===== config.mk =====
export PLATFORM = sky130hd
export DESIGN_NAME = apb_timer_param_flat
export DESIGN_NICKNAME = d
export VERILOG_FILES = /design/src/rtl/apb_timer_param_pkg.sv /design/src/rtl/apb_timer_param_if.sv /design/src/rtl/apb_timer_param_prescaler.sv /design/src/rtl/apb_timer_param.sv /design/src/flat_wrapper.sv
export SDC_FILE = /design/constraint.sdc
export NUM_CORES = 1
export LEC_CHECK = 0
export CAP_MARGIN = 15
export CORE_MARGIN = 1.5
export CORE_UTILIZATION = 25
export DETAILED_ROUTE_END_ITERATION = 7
export PLACE_DENSITY = 0.47
export SYNTH_ARGS = -nofsm -noshare
export SYNTH_HDL_FRONTEND = slang
export SYNTH_SLANG_ARGS = --single-unit

===== constraint.sdc =====
create_clock -name pclk -period 2.8 [get_ports pclk]
set_input_delay 0.56 -clock pclk [delete_from_list [all_inputs] [get_ports pclk]]
set_output_delay 0.56 -clock pclk [all_outputs]
set_load 0.01 [all_outputs]

===== src/rtl/apb_timer_param_pkg.sv =====
// Shared definitions for the APB timer: register offsets, TCR/TSR bit positions
// and the prescaler divider encoding.
package apb_timer_pkg;

    localparam int unsigned TDR_OFF  = 32'h00;
    localparam int unsigned TCR_OFF  = 32'h04;
    localparam int unsigned TSR_OFF  = 32'h08;
    localparam int unsigned TCNT_OFF = 32'h0C;
    localparam int unsigned TCMP_OFF = 32'h10;

    localparam int TCR_LOAD   = 0;
    localparam int TCR_DIR    = 1;
    localparam int TCR_EN     = 2;
    localparam int TCR_CKS_LO = 3;
    localparam int TCR_CKS_HI = 4;
    localparam int TCR_OVF_IE = 5;
    localparam int TCR_UDF_IE = 6;
    localparam int TCR_CMP_IE = 7;
    localparam int TCR_W      = 8;

    localparam int TSR_OVF = 0;
    localparam int TSR_UDF = 1;
    localparam int TSR_CMP = 2;
    localparam int TSR_W   = 3;

    typedef enum logic [1:0] {
        CKS_DIV2  = 2'd0,
        CKS_DIV4  = 2'd1,
        CKS_DIV8  = 2'd2,
        CKS_DIV16 = 2'd3
    } cks_e;

    // Terminal prescaler count for a divider setting (period minus one).
    function automatic logic [3:0] cks_last(cks_e cks);
        logic [3:0] last;
        case (cks)
            CKS_DIV2:  last = 4'd1;
            CKS_DIV4:  last = 4'd3;
            CKS_DIV8:  last = 4'd7;
            default:   last = 4'd15;
        endcase
        return last;
    endfunction

endpackage


===== src/rtl/apb_timer_param_if.sv =====
// APB slave bus bundle for the timer, with master and slave views.
interface apb_timer_param_if #(
    parameter int WIDTH  = 8,
    parameter int ADDR_W = 8
);
    logic              psel;
    logic              penable;
    logic              pwrite;
    logic [ADDR_W-1:0] paddr;
    logic [WIDTH-1:0]  pwdata;
    logic [WIDTH-1:0]  prdata;
    logic              pready;
    logic              pslverr;

    modport master (
        output psel, penable, pwrite, paddr, pwdata,
        input  prdata, pready, pslverr
    );

    modport slave (
        input  psel, penable, pwrite, paddr, pwdata,
        output prdata, pready, pslverr
    );
endinterface


===== src/rtl/apb_timer_param_prescaler.sv =====
// Clock prescaler: one-cycle tick every 2^(cks+1) cycles while enabled,
// restarting from zero whenever cleared or disabled.
module timer_prescaler
    import apb_timer_pkg::*;
(
    input  logic       pclk,
    input  logic       presetn,
    input  logic       en,
    input  logic       clr,
    input  logic [1:0] cks,
    output logic       tick
);

    logic [3:0] cnt_q;
    logic [3:0] cnt_d;

    always_comb begin
        tick  = en && !clr && (cnt_q == cks_last(cks_e'(cks)));
        cnt_d = cnt_q + 4'd1;
        if (!en || clr || tick) begin
            cnt_d = '0;
        end
    end

    always_ff @(posedge pclk or negedge presetn) begin
        if (!presetn) begin
            cnt_q <= '0;
        end else begin
            cnt_q <= cnt_d;
        end
    end

endmodule


===== src/rtl/apb_timer_param.sv =====
// APB-mapped up/down timer with reload, compare, W1C status flags and a
// registered interrupt output.
module apb_timer_param
    import apb_timer_pkg::*;
#(
    parameter int WIDTH  = 8,
    parameter int ADDR_W = 8
) (
    input  logic                 pclk,
    input  logic                 presetn,
    apb_timer_param_if.slave     bus,
    output logic                 irq
);

    logic [WIDTH-1:0]  tdr_q,  tdr_d;
    logic [WIDTH-1:0]  tcmp_q, tcmp_d;
    logic [WIDTH-1:0]  tcnt_q, tcnt_d;
    logic [TCR_W-1:0]  tcr_q,  tcr_d;
    logic [TSR_W-1:0]  tsr_q,  tsr_d;
    logic              irq_q,  irq_d;

    logic             access, wr, rd;
    logic             sel_tdr, sel_tcr, sel_tsr, sel_tcnt, sel_tcmp, mapped;
    logic             cks_chg, tick, cnt_upd;
    logic [TSR_W-1:0] hw_set, irq_en;
    logic [WIDTH-1:0] rdata;

    assign access   = bus.psel & bus.penable;
    assign wr       = access & bus.pwrite;
    assign rd       = access & ~bus.pwrite;

    assign sel_tdr  = (bus.paddr == ADDR_W'(TDR_OFF));
    assign sel_tcr  = (bus.paddr == ADDR_W'(TCR_OFF));
    assign sel_tsr  = (bus.paddr == ADDR_W'(TSR_OFF));
    assign sel_tcnt = (bus.paddr == ADDR_W'(TCNT_OFF));
    assign sel_tcmp = (bus.paddr == ADDR_W'(TCMP_OFF));
    assign mapped   = sel_tdr | sel_tcr | sel_tsr | sel_tcnt | sel_tcmp;

    // A divider change restarts the prescaler so the new period starts clean.
    assign cks_chg  = wr && sel_tcr &&
                      (bus.pwdata[TCR_CKS_HI:TCR_CKS_LO] != tcr_q[TCR_CKS_HI:TCR_CKS_LO]);

    assign irq_en   = {tcr_q[TCR_CMP_IE], tcr_q[TCR_UDF_IE], tcr_q[TCR_OVF_IE]};

    timer_prescaler u_prescaler (
        .pclk    (pclk),
        .presetn (presetn),
        .en      (tcr_q[TCR_EN]),
        .clr     (tcr_q[TCR_LOAD] | cks_chg),
        .cks     (tcr_q[TCR_CKS_HI:TCR_CKS_LO]),
        .tick    (tick)
    );

    always_comb begin
        tdr_d   = tdr_q;
        tcmp_d  = tcmp_q;
        tcr_d   = tcr_q;
        tcnt_d  = tcnt_q;
        hw_set  = '0;
        cnt_upd = 1'b0;

        if (wr && sel_tdr)  tdr_d  = bus.pwdata;
        if (wr && sel_tcmp) tcmp_d = bus.pwdata;

        if (tcr_q[TCR_LOAD]) tcr_d[TCR_LOAD] = 1'b0;
        if (wr && sel_tcr)   tcr_d = bus.pwdata[TCR_W-1:0];

        // Load outranks a coincident tick, which is simply dropped.
        if (tcr_q[TCR_LOAD]) begin
            tcnt_d  = tdr_q;
            cnt_upd = 1'b1;
        end else if (tick) begin
            cnt_upd = 1'b1;
            if (!tcr_q[TCR_DIR]) begin
                if (tcnt_q == '1) begin
                    tcnt_d          = tdr_q;
                    hw_set[TSR_OVF] = 1'b1;
                end else begin
                    tcnt_d = tcnt_q + WIDTH'(1);
                end
            end else begin
                if (tcnt_q == '0) begin
                    tcnt_d          = tdr_q;
                    hw_set[TSR_UDF] = 1'b1;
                end else begin
                    tcnt_d = tcnt_q - WIDTH'(1);
                end
            end
        end

        if (cnt_upd && (tcnt_d == tcmp_q)) hw_set[TSR_CMP] = 1'b1;

        // Hardware sets are applied after the W1C so they win a collision.
        tsr_d = tsr_q;
        if (wr && sel_tsr) tsr_d = tsr_q & ~bus.pwdata[TSR_W-1:0];
        tsr_d = tsr_d | hw_set;

        irq_d = |(tsr_q & irq_en);
    end

    always_comb begin
        rdata = '0;
        if (rd) begin
            if (sel_tdr)  rdata = tdr_q;
            if (sel_tcr)  rdata = WIDTH'(tcr_q);
            if (sel_tsr)  rdata = WIDTH'(tsr_q);
            if (sel_tcnt) rdata = tcnt_q;
            if (sel_tcmp) rdata = tcmp_q;
        end
    end

    assign bus.prdata  = rdata;
    assign bus.pready  = 1'b1;
    assign bus.pslverr = access & ~mapped;
    assign irq         = irq_q;

    always_ff @(posedge pclk or negedge presetn) begin
        if (!presetn) begin
            tdr_q  <= '0;
            tcmp_q <= '0;
            tcnt_q <= '0;
            tcr_q  <= '0;
            tsr_q  <= '0;
            irq_q  <= 1'b0;
        end else begin
            tdr_q  <= tdr_d;
            tcmp_q <= tcmp_d;
            tcnt_q <= tcnt_d;
            tcr_q  <= tcr_d;
            tsr_q  <= tsr_d;
            irq_q  <= irq_d;
        end
    end

endmodule


===== src/flat_wrapper.sv =====
// flat-port wrapper written by rule: the top's interface ports become plain ports
module apb_timer_param_flat import apb_timer_pkg::*;
#(
    parameter int WIDTH  = 8,
    parameter int ADDR_W = 8
)
  (pclk, presetn, irq, bus_psel, bus_penable, bus_pwrite, bus_paddr, bus_pwdata, bus_prdata, bus_pready, bus_pslverr);
  apb_timer_param_if #(.WIDTH(WIDTH), .ADDR_W(ADDR_W)) bus_i ();
  input  logic pclk;
  input  logic presetn;
  output logic irq;
  input wire logic [$bits(bus_i.psel)-1:0] bus_psel;
  input wire logic [$bits(bus_i.penable)-1:0] bus_penable;
  input wire logic [$bits(bus_i.pwrite)-1:0] bus_pwrite;
  input wire logic [$bits(bus_i.paddr)-1:0] bus_paddr;
  input wire logic [$bits(bus_i.pwdata)-1:0] bus_pwdata;
  output wire logic [$bits(bus_i.prdata)-1:0] bus_prdata;
  output wire logic [$bits(bus_i.pready)-1:0] bus_pready;
  output wire logic [$bits(bus_i.pslverr)-1:0] bus_pslverr;
  assign bus_i.psel = bus_psel;
  assign bus_i.penable = bus_penable;
  assign bus_i.pwrite = bus_pwrite;
  assign bus_i.paddr = bus_paddr;
  assign bus_i.pwdata = bus_pwdata;
  assign bus_prdata = bus_i.prdata;
  assign bus_pready = bus_i.pready;
  assign bus_pslverr = bus_i.pslverr;
  apb_timer_param #(.WIDTH(WIDTH), .ADDR_W(ADDR_W)) u_core (.pclk(pclk), .presetn(presetn), .bus(bus_i), .irq(irq));
endmodule

==> results of run 1 <==
==> synthesized netlist by cell type, types with 4 or more instances <==
cell type / instances / area, sq um
a211oi_1: 4 / 30.0
a21oi_1: 14 / 70.1
a22oi_1: 4 / 30.0
a31oi_1: 4 / 25.0
clkbuf_1: 14 / 52.6
dfrtp_1: 40 / 1000
ha_1: 4 / 50.1
inv_1: 18 / 67.6
mux2_2: 18 / 203
nand2_1: 21 / 78.8
nand3_1: 6 / 30.0
nand4_1: 4 / 25.0
nor2_1: 23 / 86.3
nor3_1: 13 / 65.1
o21ai_0: 22 / 110
o311a_1: 6 / 60.1
xnor2_1: 6 / 52.6
xor2_1: 11 / 96.3
==> kinds of logic (layout without fill, tap and decap cells) <==
| kind of cell | count (synthesis) | in the layout |
|---|---|---|
| flip-flops | 40 | 40 |
| XOR/XNOR | 17 | 17 |
| other | 1 | 1 |
| adder cells (fa/ha/maj) | 4 | 4 |
| multiplexers | 24 | 24 |
| buffers and inverters | 38 | 114 |
| AO/OA/AOI/OAI | 82 | 82 |
| AND/OR/NAND/NOR | 96 | 96 |
==> worst paths after layout <==
path / endpoint / startpoint / depth (start not counted)
max: u_core.tsr_q[2] / u_core.tcnt_q[0] / 10
min: u_core.tcr_q[3] / presetn / 1
max reg2reg: u_core.tsr_q[2] / u_core.tcnt_q[0] / 10
min reg2reg: u_core.irq / u_core.tcr_q[5] / 2
max in group asynchronous: u_core.irq / presetn / 1
min in group pclk: u_core.irq / u_core.tcr_q[5] / 2
==> critical path: cells and delay by family, from the launching register on <==
kind	cells	cell delay [ns]
buffers and inverters	1	0.08
and+or+nand+nor	3	1.11
AOI/OAI and AO/OA	4	0.77
adders and majority gates	1	0.12
DFF	1	0.40
xor gates and xnor gates	1	0.17
==> report_power, final <==
group          switching, mW  internal (mW)  leakage [nW]
clock network          0.233          0.269        0.0548
logic                 0.0660         0.0658          1.09
registers            0.00896          0.584         0.522
==> flip-flops by register name (all words and copies together) (netlist names) <==
| signal | count |
|---|---|
| u_core.tdr_q | 8 |
| u_core.u_prescaler.cnt_q | 4 |
| u_core.irq | 1 |
| u_core.tcr_q | 8 |
| u_core.tsr_q | 3 |
| u_core.tcnt_q | 8 |
| u_core.tcmp_q | 8 |
==> final cells by class <==
cell class | instances | area, sq um | area share [%]
well taps | 140 | 175 | 4.64
flip-flops and latches | 40 | 1000 | 26.5
clock inverters | 3 | 46.3 | 1.23
repair buffers | 88 | 714 | 18.9
multi-input cells | 224 | 1700 | 45.1
inverters | 18 | 67.6 | 1.79
clock buffers | 5 | 68.8 | 1.82
==> per-stage QoR <==
| stage | power (mW) | utilization (%) | setup slack (ns) |
|---|---|---|---|
| 3_5_place_dp | 0.734 | 32.7 | -0.726 |
| 4_1_cts | 1.23 | 34.1 | 0.00153 |
| 5_1_grt | 1.28 | 35.0 | -0.0116 |
| 2_1_floorplan | 0.654 | - | 0.0671 |
| 3_3_place_gp | 0.734 | 32.7 | -0.719 |
| 6_report | 1.23 | 35.0 | 0.0722 |
==> metal layers <==
| layer | GRT usage [%] | routed length, um | up-vias |
|---|---|---|---|
| li1 | - | - | 1267 |
| met1 | 19.7 | 3900 | 1299 |
| met2 | 25.2 | 4140 | 82 |
| met3 | 2.05 | 355 | 21 |
| met4 | 5.92 | 204 | 0 |
| met5 | 0 | 0 | - |
==> what timing repair did <==
item / CTS / global route
setup endpoints to repair: 10 / 10
pin swaps: 9 / 11
cloned: 0 / 0
resized for setup: 53 / 26
setup buffers: 4 / 5
==> results.sh, run 1 <==
export IMPL_status="complete, no violations"
export IMPL_synth_xor_area_share_pct=5.40
export IMPL_synth_cell_area_sq_um=2760
export IMPL_start_util_pct=25.6
export IMPL_startpoint_type="flip-flop"
export IMPL_die_x_um=108
export IMPL_wl_per_cell_um=16.6
export IMPL_cp_max_fo=6
export IMPL_finalSetupTns_ns=0
export IMPL_slew_headroom_pct=36.6
export IMPL_first_global_vias=2567
export IMPL_async_flop_share_pct=100
export IMPL_cp_end_kind="flip-flop"
export IMPL_postCtsHoldBufs=0
export IMPL_syn_nets=327
export IMPL_grt_pass1_wl_um=13600
export IMPL_p_per_area_nw_per_um2=325
export IMPL_synth_compound_area_share_pct=21.2
export IMPL_synth_mux_area_share_pct=10.9
export IMPL_hpwlAfterDp_um=6500
export IMPL_die_area_sq_um=11700
export IMPL_clkTransAtPathRegs_ns=0.10
export IMPL_crit_type="reg -> reg"
export IMPL_fillers=1100
export IMPL_rrSetupSlack_ns=0.07
export IMPL_rsz0062_at_grt="yes"
export IMPL_setup_viol=0
export IMPL_drtIter0Drc=138
export IMPL_drv_slew=0
export IMPL_hold_worst_slack_ns=0.406
export IMPL_drv_cap=0
export IMPL_synth_seq_area_share_pct=36.3
export IMPL_drc=0
export IMPL_die_h_um=108
export IMPL_finalHoldViolCount=0
export IMPL_cellLeakagePower_nw=1.67
export IMPL_antenna_found_initial=0
export IMPL_area_growth_pct=36.9
export IMPL_crit_path_top_delay_cell="or4b_4"
export IMPL_io_buffers=30
export IMPL_fin_skew_ns=0.0123
export IMPL_final_cell_mix="buf_4 (53), dfrtp_1 (40), nor2_1 (23)"
export IMPL_cts_root_buf="clkbuf_8"
export IMPL_grt_start_max_net_pins=41
export IMPL_ys_types=61
export IMPL_final_area_sq_um=3780
export IMPL_coreArea_sq_um=10800
export IMPL_synth_top_family_by_area="compound AO/OA/AOI/OAI gates"
export IMPL_via_count=2669
export IMPL_cts_tree="done"
export IMPL_wl_um=8600
export IMPL_yosysWarnings=0
export IMPL_dpl_instance_area_sq_um=3530
export IMPL_clock_path_buffers=2
export IMPL_cts_buffers=5
export IMPL_place_congestion=0.885
export IMPL_n_antenna_cell=0
export IMPL_drtAntennaViolNets=0
export IMPL_drt_pass1_iterations=6
export IMPL_ys_ff_latch=40
export IMPL_yosys_area_share_simple_pct=18.4
export IMPL_ios=32
export IMPL_drive_above_1_share_pct=33.9
export IMPL_synth_adder_area_share_pct=1.81
export IMPL_period_share_pct=97.4
export IMPL_grt_overflow_total=0
export IMPL_gr_usage_all_layers_pct=15.1
export IMPL_cp_data_required_time_ns=3.04
export IMPL_avgViaCountPerCell=5.15
export IMPL_h_tree_depth=2
export IMPL_holdCritPathClass="in -> async"
export IMPL_irDropWorstVdd_v=0.000225
export IMPL_cp_cell_sequence="inv_2 -> ha_4 -> or4b_4 -> or3_4 -> o2111ai_1 -> o31ai_1 -> a311o_1 -> xor2_1 -> nor4_2 -> a41o_1"
export IMPL_tightestPinTransition_ns=0.951
export IMPL_max_freq_mhz=367
export IMPL_layout_commonest_cell="buf_4"
export IMPL_final_cells=518
export IMPL_clock_sinks=40
export IMPL_worstPathArrival_ns=2.97
export IMPL_rows=38
export IMPL_syn_avg_cell_area_sq_um=9.14
export IMPL_cp_slowest_stage_delay_ns=0.51
export IMPL_placed_cells=502
export IMPL_synth_ff_type="dfrtp_1"
export IMPL_period_minus_slack_ns=2.73
export IMPL_syn_inst=302
export IMPL_synth_enable_flop_cells=0
export IMPL_num_nets_final=402
export IMPL_clk_latency_ns=0.30
No activity file was read; power rests on OpenSTA's default activity.
==> inputs of run 2 (changes only) <==
CELL_PAD_IN_SITES_DETAIL_PLACEMENT = 0   (was not set)
CELL_PAD_IN_SITES_GLOBAL_PLACEMENT = 1   (was not set)
PLACE_DENSITY = 0.55   (was 0.47)
clock period = 2.6 ns   (was 2.8 ns; I/O delays follow)
==> results.sh, run 2 (same netlist as run 1, synthesis figures left out) <==
export IMPL_clkTransAtPathRegs_ns=0.08
export IMPL_grtUsageMet2_pct=27.0
export IMPL_finalHoldViolCount=0
export IMPL_cp_max_fo=5
export IMPL_crit_type="reg -> reg"
export IMPL_cts_tree="done"
export IMPL_coreArea_sq_um=10800
export IMPL_worstPathArrival_ns=2.98
export IMPL_fin_skew_ns=0.00464
export IMPL_period_minus_slack_ns=2.75
export IMPL_postCtsHoldBufs=0
export IMPL_clock_path_buffers=2
export IMPL_n_antenna_cell=0
export IMPL_setup_viol=2
export IMPL_grt_start_max_net_pins=19
export IMPL_switching_share_pct=24.3
export IMPL_die_area_sq_um=11700
export IMPL_place_ws_ns=-0.787
export IMPL_status="finished, violations left"
export IMPL_final_cells=531
export IMPL_drv_slew=0
export IMPL_final_area_sq_um=3890
export IMPL_grt_pass1_wl_um=14600
export IMPL_rsz0062_at_grt="yes"
export IMPL_crit_path_top_delay_cell="or4b_4"
export IMPL_drtAntennaViolNets=0
export IMPL_antenna_found_initial=0
export IMPL_cp_end_kind="flip-flop"
export IMPL_grt_overflow_total=0
export IMPL_clock_sinks=40
export IMPL_hold_worst_slack_ns=0.121
export IMPL_cts_root_buf="clkbuf_8"
export IMPL_max_freq_mhz=363
export IMPL_p_per_area_nw_per_um2=320
export IMPL_die_h_um=108
export IMPL_drc=0
export IMPL_grt_busiest_layer="met2"
export IMPL_gr_usage_all_layers_pct=16.4
export IMPL_via_count=2601
export IMPL_seq_power_share_pct=51.3
export IMPL_violations="setup timing"
export IMPL_drv_cap=0
export IMPL_h_tree_depth=2
export IMPL_cp_data_required_time_ns=2.83
export IMPL_start_util_pct=25.6
export IMPL_wl_um=8950
export IMPL_hpwlAfterDp_um=7070
export IMPL_cellLeakagePower_nw=1.73
export IMPL_place_congestion=0.768
export IMPL_drive_above_1_share_pct=37.9
export IMPL_period_share_pct=106
export IMPL_wl_per_cell_um=16.8
export IMPL_power_frac_comb_pct=12.3
export IMPL_use_met1_pct=22.8
export IMPL_io_buffers=30
export IMPL_cp_cell_sequence="inv_2 -> ha_4 -> or4b_4 -> or2_4 -> a31oi_4 -> or4b_1 -> o311a_1 -> xor2_1 -> nor2_1 -> a41o_1"
export IMPL_irDropWorstVdd_v=0.000197
export IMPL_final_cell_mix="buf_4 (68), dfrtp_1 (40), nor2_1 (21)"
export IMPL_drt_pass1_iterations=6
export IMPL_clockPowerShare_pct=36.4
export IMPL_dpl_instance_area_sq_um=3620
export IMPL_avgViaCountPerCell=4.90
export IMPL_cts_buffers=5
export IMPL_first_global_vias=2666
export IMPL_clk_latency_ns=0.29
export IMPL_drtIter0Drc=132
export IMPL_fin_ws_ns=-0.152
export IMPL_placed_cells=516
export IMPL_die_x_um=108
export IMPL_switchingPower_mw=0.302
export IMPL_area_growth_pct=41.0
export IMPL_fillers=1110
export IMPL_holdCritPathClass="in -> async"
export IMPL_final_util_pct=36.1
export IMPL_rows=38
export IMPL_num_nets_final=416
export IMPL_layout_commonest_cell="buf_4"
export IMPL_internal_power_mw=0.944
export IMPL_startpoint_type="flip-flop"
export IMPL_cp_slowest_stage_delay_ns=0.50
export IMPL_use_met3_pct=1.63
export IMPL_ios=32
-- run 2: through the flow --
| step | total power, mW | TNS, ns |
|---|---|---|
| 2_1_floorplan | 0.705 | -0.0461 |
| 3_5_place_dp | 0.797 | -8.81 |
| 6_report | 1.25 | -0.164 |
| 3_3_place_gp | 0.796 | -8.79 |
| 5_1_grt | 1.30 | -0.812 |
| 4_1_cts | 1.26 | -0.164 |
-- run 2: layout make-up --
cell class              instances  area (sq um)  area share (%)
well taps                     140           175            4.50
repair buffers                102           796            20.5
multi-input cells             224          1760            45.1
flip-flops and latches         40          1000            25.7
inverters                      18          67.6            1.74
clock buffers                   7          96.3            2.48
-- run 2: per-layer routing --
metal  vias up  part of all wire (%)  wire (um)
met1      1250                    48       4290
met4         0                   2.2        197
met3        15                   2.9        259
li1       1283                     -          -
met2        53                    47       4200
met5         -                     0          0
-- run 2: what timing repair did --
item                                    in CTS  in global routing
gates resized for setup                     75                 17
cloned                                       0                  0
endpoints found under the hold margin        0                  0
pin swaps                                   14                  7
endpoints found under the setup margin      10                 11
buffers inserted                             7                  2
-- run 2: final timing paths --
check,start,cells after the start,slack (ns),endpoint
min in group pclk,u_core.tcr_q[5],2,0.54,u_core.irq
worst min-delay path,presetn,1,0.12,u_core.tcr_q[3]
worst max-delay path,u_core.tcnt_q[0],10,-0.15,u_core.tsr_q[2]
max in group asynchronous,presetn,2,1.92,u_core.tcmp_q[6]
worst max register to register,u_core.tcnt_q[0],10,-0.15,u_core.tsr_q[2]
worst min register to register,u_core.tcr_q[5],2,0.54,u_core.irq
-- run 2: power by group through the flow --
| stage | Combinational (mW) | Sequential, mW | Clock (mW) |
|---|---|---|---|
| after global placement | 0.145 | 0.651 | 0 |
| after global routing | 0.169 | 0.640 | 0.491 |
| after floorplan | 0.0569 | 0.648 | 0 |
| after detailed placement | 0.146 | 0.651 | 0 |
| final | 0.153 | 0.639 | 0.454 |
| after CTS | 0.152 | 0.638 | 0.472 |
-- run 2: worst max-delay path: cells and delay by family (launching register included) --
kind | cells | cell delay (ns)
AOI/OAI and AO/OA | 3 | 0.53
xor gates and xnor gates | 1 | 0.15
DFF | 1 | 0.39
adders and majority gates | 1 | 0.13
buffers and inverters | 1 | 0.08
and+or+nand+nor | 4 | 1.42
==> inputs of run 3 (changes only) <==
CORE_UTILIZATION = 44   (was 25)
PLACE_DENSITY = 0.85   (was 0.55)
SYNTH_HIERARCHICAL = 1   (was not set)
==> results.sh, run 3 <==
export IMPL_status="finished, violations left"
export IMPL_violations="setup timing"
export IMPL_seq_area_sq_um=1000
export IMPL_drv_cap=0
export IMPL_synth_commonest_cells="dfrtp_1 (40), nand2_1 (29), mux2_2 (21)"
export IMPL_ff2ff_path_depth=11
export IMPL_synth_enable_flop_cells=0
export IMPL_drt_pass1_iterations=5
export IMPL_yosysTopAreaCell="dfrtp_1"
export IMPL_clockPowerShare_pct=41.2
export IMPL_synth_seq_area_share_pct=34.0
export IMPL_switchingPower_mw=0.322
export IMPL_switching_share_pct=24.7
export IMPL_irDropWorstVdd_v=0.000319
export IMPL_die_h_um=84.8
export IMPL_drtIter0Drc=310
export IMPL_max_freq_mhz=351
export IMPL_clkTransAtPathRegs_ns=0.09
export IMPL_period_share_pct=110
export IMPL_ys_types=60
export IMPL_ios=32
export IMPL_internal_power_mw=0.980
export IMPL_num_nets_final=424
export IMPL_cts_tree="done"
export IMPL_start_util_pct=45.8
export IMPL_hpwlAfterDp_um=6570
export IMPL_timing_rr_start="u_core/tcr_q[3]"
export IMPL_grt_overflow_total=0
export IMPL_layout_commonest_cell="buf_4"
export IMPL_first_global_vias=2828
export IMPL_syn_nets=347
export IMPL_finalHoldViolCount=0
export IMPL_h_tree_depth=2
export IMPL_syn_inst=322
export IMPL_synth_top_area_share_pct=34.0
export IMPL_drv_slew=0
export IMPL_final_cell_mix="buf_4 (56), dfrtp_1 (40), nand2_1 (27)"
export IMPL_cp_end_kind="flip-flop"
export IMPL_antenna_found_initial=0
export IMPL_area_growth_pct=34.5
export IMPL_routed_top_layer="met4"
export IMPL_place_ws_ns=-0.913
export IMPL_worstPathArrival_ns=3.04
export IMPL_cellLeakagePower_nw=1.71
export IMPL_n_antenna_cell=0
export IMPL_holdCritPathClass="in -> async"
export IMPL_synthTopCellsByArea="dfrtp_1 (34%), mux2_2 (8.0%), nand2_1 (3.7%)"
export IMPL_grt_pass1_wl_um=14600
export IMPL_crit_type="in -> reg"
export IMPL_syn_avg_cell_area_sq_um=9.14
export IMPL_grt_start_max_net_pins=41
export IMPL_p_per_area_nw_per_um2=329
export IMPL_die_x_um=84.8
export IMPL_wirelength_met1_um=3870
export IMPL_ys_ff_latch=40
export IMPL_avgViaCountPerCell=6.16
export IMPL_slew_headroom_pct=38.4
export IMPL_rrSetupSlack_ns=-0.19
export IMPL_gr_usage_all_layers_pct=25.7
export IMPL_power_frac_comb_pct=9.6
export IMPL_wl_met3_um=613
export IMPL_cp_max_fo=5
export IMPL_finalSetupTns_ns=-0.268
export IMPL_cp_data_required_time_ns=2.79
export IMPL_drive_above_1_share_pct=35.5
export IMPL_drc=0
export IMPL_synth_ff_type="dfrtp_1"
export IMPL_cts_buffers=5
export IMPL_startpoint_type="input port"
export IMPL_period_minus_slack_ns=2.85
export IMPL_drtAntennaViolNets=0
export IMPL_fin_skew_ns=0.00461
export IMPL_place_congestion=0.974
export IMPL_rsz0062_at_grt="yes"
export IMPL_r2r_end="u_core/tsr_q[2]"
export IMPL_wl_per_cell_um=19.0
export IMPL_fin_ws_ns=-0.249
export IMPL_wl_um=9050
export IMPL_clk_latency_ns=0.30
export IMPL_fillers=552
export IMPL_die_area_sq_um=7190
export IMPL_rows=29
export IMPL_seq_power_share_pct=49.1
export IMPL_yosysMostFrequentCell="dfrtp_1"
export IMPL_async_flop_share_pct=100
export IMPL_met2WireLength_um=4360
export IMPL_coreArea_sq_um=6420
export IMPL_tightestPinTransition_ns=0.923
export IMPL_io_buffers=30
export IMPL_multiInputGateArea_sq_um=1950
export IMPL_via_count=2940
export IMPL_yosysWarnings=6
export IMPL_setup_viol=2
export IMPL_clock_path_buffers=2
export IMPL_clock_sinks=40
export IMPL_synth_cell_area_sq_um=2940
export IMPL_cts_root_buf="clkbuf_8"
-- run 3: critical path, cell delays in order --
cell       delay, ns
buf_8           0.10
nor4_4          0.29
and4b_2         0.31
buf_6           0.13
nand2_8         0.04
o21bai_1        0.12
nand2b_4        0.14
o21ba_4         0.17
buf_12          0.13
o311a_1         0.11
o32ai_1         0.27
and2_4          0.20
xnor2_1         0.11
o2111ai_1       0.14
o41ai_2         0.26
-- run 3: final cells by class --
type,instances,share of cell area (%)
multi-input combinational,246,49.1
inverter,13,1.23
sequential,40,25.3
timing repair buffer,93,19.0
clock buffer,5,1.74
tap,77,2.43
clock inverter,3,1.17
-- run 3: cells by family after synthesis --
family          share of synthesized area (%)
xor+xnor                                 5.95
mux                                      11.4
other cells                             0.127
compound gates                           22.9
simple gates                             18.8
buf+inv                                  5.06
flops                                    34.0
fa+ha+maj                                1.70
-- run 3: timing repair --
| action | in CTS | in global routing |
|---|---|---|
| pin swaps | 15 | 19 |
| resized for setup | 64 | 28 |
| endpoints found under the setup margin | 13 | 9 |
| hold buffers | 0 | 0 |
| buffers inserted | 4 | 2 |
-- run 3: metal layers --
| metal | vias to the layer above | track usage (%) |
|---|---|---|
| li1 | 1362 | - |
| met1 | 1430 | 35.6 |
| met2 | 127 | 41.4 |
| met3 | 21 | 4.72 |
| met4 | 0 | 7.30 |
| met5 | - | 0 |
-- run 3: power groups by stage --
stage	Combinational [mW]	Clock, mW	Sequential [mW]
finish	0.125	0.537	0.639
CTS	0.121	0.543	0.639
detailed placement	0.120	0	0.651
global placement	0.117	0	0.651
floorplan	0.0445	0	0.647
global route	0.138	0.576	0.640
-- run 3: stage by stage --
stage                     cells  utilization [%]  power [mW]  hold WS, ns  cell area, sq um
after floorplan             322                -       0.692        0.224              3020
after global placement      464             58.1       0.768        0.538              3730
after detailed placement    464             58.1       0.771        0.531              3730
after CTS                   476             60.8        1.30        0.380              3910
after global routing        477             61.6        1.35        0.407              3960
final                       477             61.6        1.30        0.337              3960
-- run 3: worst max path at each step --
| stage | startpoint | end | slack [ns] |
|---|---|---|---|
| 6_report | bus_paddr[6] | u_core/tsr_q[2] | -0.25 |
| 3_5_place_dp | bus_paddr[4] | u_core/tsr_q[2] | -0.91 |
| 4_1_cts | bus_paddr[7] | u_core/tsr_q[2] | -0.38 |
| 3_3_place_gp | bus_paddr[4] | u_core/tsr_q[2] | -0.80 |
| 5_1_grt | bus_paddr[6] | u_core/tsr_q[2] | -0.30 |
| 2_1_floorplan | bus_paddr[4] | u_core/tsr_q[2] | -0.30 |
==> patch 1: new RTL, config.mk and constraints of run 3 <==
`ADDR_W` is set to 8 in 3 places; all go to 9.
--- a/src/rtl/apb_timer_param_if.sv
+++ b/src/rtl/apb_timer_param_if.sv
@@ -2,5 +2,5 @@
 interface apb_timer_param_if #(
     parameter int WIDTH  = 8,
-    parameter int ADDR_W = 8
+    parameter int ADDR_W = 9
 );
     logic              psel;
--- a/src/rtl/apb_timer_param.sv
+++ b/src/rtl/apb_timer_param.sv
@@ -5,5 +5,5 @@
 #(
     parameter int WIDTH  = 8,
-    parameter int ADDR_W = 8
+    parameter int ADDR_W = 9
 ) (
     input  logic                 pclk,
--- a/src/flat_wrapper.sv
+++ b/src/flat_wrapper.sv
@@ -3,5 +3,5 @@
 #(
     parameter int WIDTH  = 8,
-    parameter int ADDR_W = 8
+    parameter int ADDR_W = 9
 )
   (pclk, presetn, irq, bus_psel, bus_penable, bus_pwrite, bus_paddr, bus_pwdata, bus_prdata, bus_pready, bus_pslverr);
Ports: changed (resized bus_paddr); port bits go from 32 to 33. The function was not compared with the original's and may differ.
==> patch 1 against run 3 <==
The run still ends with negative setup slack left. Total power fell by 10%. Final area fell by 1.8%. Worst setup slack got worse by 0.022 ns. Via count fell by 3.3%. Sequential cell count did not move. First-iteration DRC count fell by 2.6%. Non-clock buffer count rose by 6. Wire length fell by 1.6%. Hold slack improved by 0.030 ns. Synthesized area fell by 3.6%. Synthesized cell count fell by 4.7%. Largest cell class unchanged.
==> patch 1: results (changes against run 3) <==
\begin{tabular}{lr}
\hline
Metric & Value \\
\hline
\multicolumn{2}{l}{\textbf{Placed design}} \\
\quad Placed Instances & 459 (-1.1\%) \\
\quad Detailed placement HPWL & 6.51 mm (-1.0\%) \\
\quad Final Wtd Congestion & 1.00 (+2.7\%) \\
\quad Worst slack at placement & -0.879 ns (+0.0331 ns) \\
\multicolumn{2}{l}{\textbf{Critical path}} \\
\quad Family with the most delay on the worst path & simple AND/OR/NAND/NOR gates \\
\quad Launch point of the critical path & bus\_paddr[5] \\
\quad Setup slack of the most critical reg-to-reg path & -0.23 ns (-0.04 ns) \\
\quad Slowest library cell on the worst path & a221o\_1 \\
\quad Count of cells along the worst register-to-register path & 12 (+1) \\
\quad Worst r2r src & u\_core/u\_prescaler/cnt\_q[1] \\
\quad Worst path arrival time & 3.09 ns (+0.05 ns) \\
\quad Critical path's largest stage delay & 0.34 ns (+0.03 ns) \\
\multicolumn{2}{l}{\textbf{Layout}} \\
\quad Number of fillers in the final layout & 542 (-1.8\%) \\
\quad Share of final-layout standard cells stronger than drive strength 1 & 0.355 (about the same) \\
\quad Non-filler cells, final & 474 (-0.63\%) \\
\quad Final-stage net count & 422 (-0.47\%) \\
\multicolumn{2}{l}{\textbf{Routing}} \\
\quad Total met2 wirelength after detailed routing & 4.26 mm (-2.2\%) \\
\quad Sum of routed wire segments on met1 & 3.90 mm (+0.91\%) \\
\quad Ratio of routed vias to standard cells & 6.00 (-2.7\%) \\
\quad Wire length on met3 & 568 um (-7.3\%) \\
\multicolumn{2}{l}{\textbf{STA}} \\
\quad Least-Margin Pin Slew & 0.915 ns (-0.00809 ns) \\
\quad Final setup violation count & 2 (unchanged) \\
\quad Setup WS post-layout & -0.271 ns (-0.0222 ns) \\
\quad Total negative slack for setup checks & -0.293 ns (-0.0249 ns) \\
\multicolumn{2}{l}{\textbf{Status}} \\
\quad Failing checks & negative setup slack \\
\quad Status & finished, violations left \\
\multicolumn{2}{l}{\textbf{Yosys}} \\
\quad Cell count after synthesis & 307 (-4.7\%) \\
\quad Largest cells by area after synthesis & dfrtp\_1, mux2\_2, xnor2\_1 \\
\quad Net Count, Synth & 333 (-4.0\%) \\
\quad Count of cell types in the netlist & 62 (+3.3\%) \\
\quad List of most frequent post-synthesis cells & dfrtp\_1, nand2\_1, nor2\_1 \\
\multicolumn{2}{l}{\textbf{GRT}} \\
\quad Vias in the first global route & 2764 (-2.3\%) \\
\quad Met2 track demand over resource & 0.412 (-0.00214) \\
\quad First-pass GRT wire length & 14.2 mm (-2.2\%) \\
\quad Largest net degree at the start of global routing & 41 (unchanged) \\
\quad GRT Resource Usage Total & 0.258 (+0.000846) \\
\multicolumn{2}{l}{\textbf{Power}} \\
\quad Max VDD drop & 0.290 mV (-8.9\%) \\
\quad Cell-internal power & 895 uW (-8.7\%) \\
\quad Leakage & 1.72 nW (+0.21\%) \\
\multicolumn{2}{l}{\textbf{CTS}} \\
\quad Clock-pin slew of the registers on the worst-case setup and hold paths & around 0.080 ns \\
\hline
\end{tabular}
[patch 1: layout make-up]
cell class / instances / area [um2] / area share
multi-input combinational: 239 / 1850 / 0.475
sequential: 40 / 1000 / 0.258
timing repair buffer: 99 / 810 / 0.208
tap: 77 / 96.3 / 0.0248
clock buffer: 6 / 82.6 / 0.0212
inverter: 11 / 41.3 / 0.0106
clock inverter: 2 / 10.0 / 0.00258
[patch 1: power groups by stage]
stage / Sequential, mW / Combinational [mW] / Clock [mW]
floorplan: 0.641 / 0.0351 / 0
global placement: 0.643 / 0.113 / 0
detailed placement: 0.643 / 0.114 / 0
CTS: 0.631 / 0.111 / 0.437
global route: 0.631 / 0.124 / 0.461
finish: 0.631 / 0.114 / 0.422
[patch 1: stage by stage]
step	hold WS [ns]	instance area (um2)	utilization
2_1_floorplan	0.224	2890	-
3_3_place_gp	0.511	3690	0.587
5_1_grt	0.425	3890	0.619
3_5_place_dp	0.518	3690	0.587
4_1_cts	0.389	3830	0.611
6_report	0.368	3890	0.619
[patch 1: cells by family (layout without fill, tap and decap cells)]
| logic type | after synthesis | after routing | share of synthesized area |
|---|---|---|---|
| AOI/OAI and AO/OA | 73 | 73 | 0.198 |
| muxes | 29 | 29 | 0.127 |
| buffers and inverters | 28 | 118 | 0.0410 |
| and+or+nand+nor | 111 | 111 | 0.198 |
| adders and majority gates | 4 | 4 | 0.0176 |
| other | 1 | 1 | 0.00132 |
| xor gates and xnor gates | 21 | 21 | 0.0648 |
| DFF | 40 | 40 | 0.353 |
[patch 1: timing repair]
| item | CTS | global route |
|---|---|---|
| hold buffers | 0 | 0 |
| cloned | 1 | 0 |
| pin swaps | 19 | 9 |
| gates resized for setup | 57 | 13 |
| setup endpoints to repair | 20 | 9 |
| buffers inserted | 3 | 3 |
==> patch 2: new RTL, settings of run 3 <==
Made on the original files. Put a register stage on the output `bus.pslverr`, without a reset. The value now appears one clock later.
--- a/src/rtl/apb_timer_param.sv
+++ b/src/rtl/apb_timer_param.sv
@@ -112,5 +112,7 @@
     assign bus.prdata  = rdata;
     assign bus.pready  = 1'b1;
-    assign bus.pslverr = access & ~mapped;
+    always_ff @(posedge pclk) begin
+        bus.pslverr <= access & ~mapped;
+    end
     assign irq         = irq_q;
 
Formal check against the unedited RTL: not equivalent (a bounded check fails within 4 cycles, from zero or initial values and one cycle with presetn low).
==> patch 2 against run 3 <==
The run still ends with negative setup slack left. Synthesized area grew 0.68%. Clock skew grew 0.0053 ns. Worst setup slack gained 0.069 ns. Sequential power grew 3%. Hold slack lost 0.0059 ns. Global-route usage grew 0.10 points. Final area grew 0.92%. Sequential cell count grew 1. Wire length shrank 3.0%. Total power shrank 7.1%. Via count shrank 1.6%. Critical endpoint unchanged.
==> patch 2: results (changes against run 3) <==
\begin{tabular}{lr}
\hline
Metric & Value \\
\hline
\multicolumn{2}{l}{\textbf{Status}} \\
\quad Status & finished, violations left \\
\quad Failing checks & negative setup slack \\
\multicolumn{2}{l}{\textbf{Routing}} \\
\quad Iteration count of the initial detailed-routing pass & 5 (unchanged) \\
\quad Wire length after detailed routing & 8.78 mm (-3.0\%) \\
\quad Violation count after the first detailed-routing iteration & 170 (-45\%) \\
\multicolumn{2}{l}{\textbf{STA}} \\
\quad Setup WS post-layout & -0.180 ns (+0.0686 ns) \\
\quad Worst clock skew & 0.00987 ns (+0.00525 ns) \\
\quad Worst hold margin & 0.331 ns (-0.00587 ns) \\
\quad Final setup violation count & 1 (-1) \\
\quad Least-Margin Pin Slew & 0.887 ns (-0.0366 ns) \\
\quad Total negative slack for setup checks & -0.180 ns (+0.0877 ns) \\
\multicolumn{2}{l}{\textbf{Critical path}} \\
\quad Setup slack of the most critical reg-to-reg path & -0.14 ns (+0.05 ns) \\
\quad Worst path arrival time & 2.98 ns (-0.06 ns) \\
\quad Count of cells along the worst register-to-register path & 10 (-1) \\
\quad Slowest library cell on the worst path & and4b\_2 \\
\multicolumn{2}{l}{\textbf{Yosys}} \\
\quad Proportion of synthesized area in mux cells & 0.114 (-0.000772) \\
\quad Compound-cell area share of the yosys netlist & 0.228 (-0.00155) \\
\quad Adder and majority cell fraction of the synthesized area & 0.0169 (-0.000115) \\
\quad Net Count, Synth & 348 (+0.29\%) \\
\quad Count of cell types in the netlist & 61 (+1.7\%) \\
\quad Largest cells by area after synthesis & dfrtp\_1, mux2\_2, nand2\_1 \\
\quad Syn\_area\_per\_cell & 9.18 um2 (+0.37\%) \\
\quad Share of async-settable or async-resettable flops after synthesis & 0.976 (-0.0244) \\
\quad Fraction of the yosys area taken by sequential cells & 0.344 (+0.00446) \\
\multicolumn{2}{l}{\textbf{GRT}} \\
\quad First-pass GRT wire length & 14.6 mm (+0.61\%) \\
\quad Vias in the first global route & 2771 (-2.0\%) \\
\quad Met1 capacity usage during global routing & 0.369 (+0.0134) \\
\quad GRT Resource Usage Total & 0.258 (+0.00105) \\
\quad Met2 track demand over resource & 0.423 (+0.00898) \\
\multicolumn{2}{l}{\textbf{Placed design}} \\
\quad Final Wtd Congestion & 0.904 (-7.2\%) \\
\quad Placed Instances & 465 (+0.22\%) \\
\multicolumn{2}{l}{\textbf{Layout}} \\
\quad Share of final-layout standard cells stronger than drive strength 1 & 0.371 (+0.0160) \\
\quad Non-filler cells, final & 484 (+1.5\%) \\
\quad Final-stage net count & 431 (+1.7\%) \\
\quad Number of fillers in the final layout & 537 (-2.7\%) \\
\multicolumn{2}{l}{\textbf{Power}} \\
\quad Net switching share of the total power & 0.261 (+0.0135) \\
\quad Leakage & 1.76 nW (+2.4\%) \\
\quad Max VDD drop & 0.372 mV (+17\%) \\
\hline
\end{tabular}
patch 2: cell types whose count changed in the layout (fill, tap and decap cells not counted), moves of 2 or more:
cell,delta
buf_4,+4
buf_2,+2
clkinvlp_4,+2
buf_6,+2
patch 2: critical path, delay by kind of cell:
kind,cells,cell delay [ns]
AND/OR/NAND/NOR,5,0.89
AO/OA/AOI/OAI,6,1.06
buffers and inverters,2,0.24
multiplexers,1,0.28
patch 2: logic make-up (layout without fill, tap and decap cells):
family / after synthesis / in the layout
compound gates: 88 / 88
xor+xnor: 20 / 20
fa+ha+maj: 4 / 4
buf+inv: 36 / 120
flops: 41 / 41
mux: 31 / 31
other cells: 1 / 1
simple gates: 102 / 102
patch 2: area by class of cell:
class / count / area, um2 / share of cell area
repair buffers: 99 / 792 / 0.198
clock buffers: 5 / 68.8 / 0.0172
well taps: 77 / 96.3 / 0.0241
inverters: 13 / 48.8 / 0.0122
multi-input cells: 246 / 1950 / 0.487
clock inverters: 3 / 22.5 / 0.00564
flip-flops and latches: 41 / 1020 / 0.256
patch 2: metal layers:
metal / share of wire / vias to the layer above
li1: - / 1378
met1: 0.45 / 1425
met2: 0.49 / 78
met3: 0.044 / 11
met4: 0.015 / 0
met5: 0 / -
patch 2: power groups by stage:
stage	Sequential [mW]	Clock [mW]	Combinational, mW
6_report	0.656	0.430	0.124
5_1_grt	0.657	0.468	0.136
4_1_cts	0.655	0.441	0.119
3_5_place_dp	0.668	0	0.121
3_3_place_gp	0.668	0	0.119
2_1_floorplan	0.664	0	0.0440
patch 2: what timing repair did:
item	CTS	global route
buffers inserted	7	5
pin swaps	25	21
gates cloned	0	0
hold endpoints to repair	0	0
gates resized for setup	64	30
setup endpoints to repair	12	8
hold buffers	0	0
patch 2: per-stage QoR:
step                setup WS [ns]  area (um2)   util
finish                     -0.180        4000  0.622
global route               -0.299        4000  0.622
CTS                        -0.250        3880  0.605
detailed placement         -0.884        3750  0.584
global placement           -0.806        3750  0.584
floorplan                  -0.303        3040      -
patch 2: how the worst max path moves through the flow:
stage | start | slack (ns) | cells after the start | to
5_1_grt | u_core/tcr_q[3] | -0.30 | 11 | u_core/tsr_q[2]
3_3_place_gp | bus_paddr[4] | -0.81 | 14 | u_core/tsr_q[2]
6_report | bus_paddr[6] | -0.18 | 14 | u_core/tsr_q[2]
4_1_cts | u_core/u_prescaler/cnt_q[1] | -0.25 | 11 | u_core/tsr_q[2]
2_1_floorplan | bus_paddr[4] | -0.30 | 14 | u_core/tsr_q[2]
3_5_place_dp | bus_paddr[4] | -0.88 | 14 | u_core/tsr_q[2]
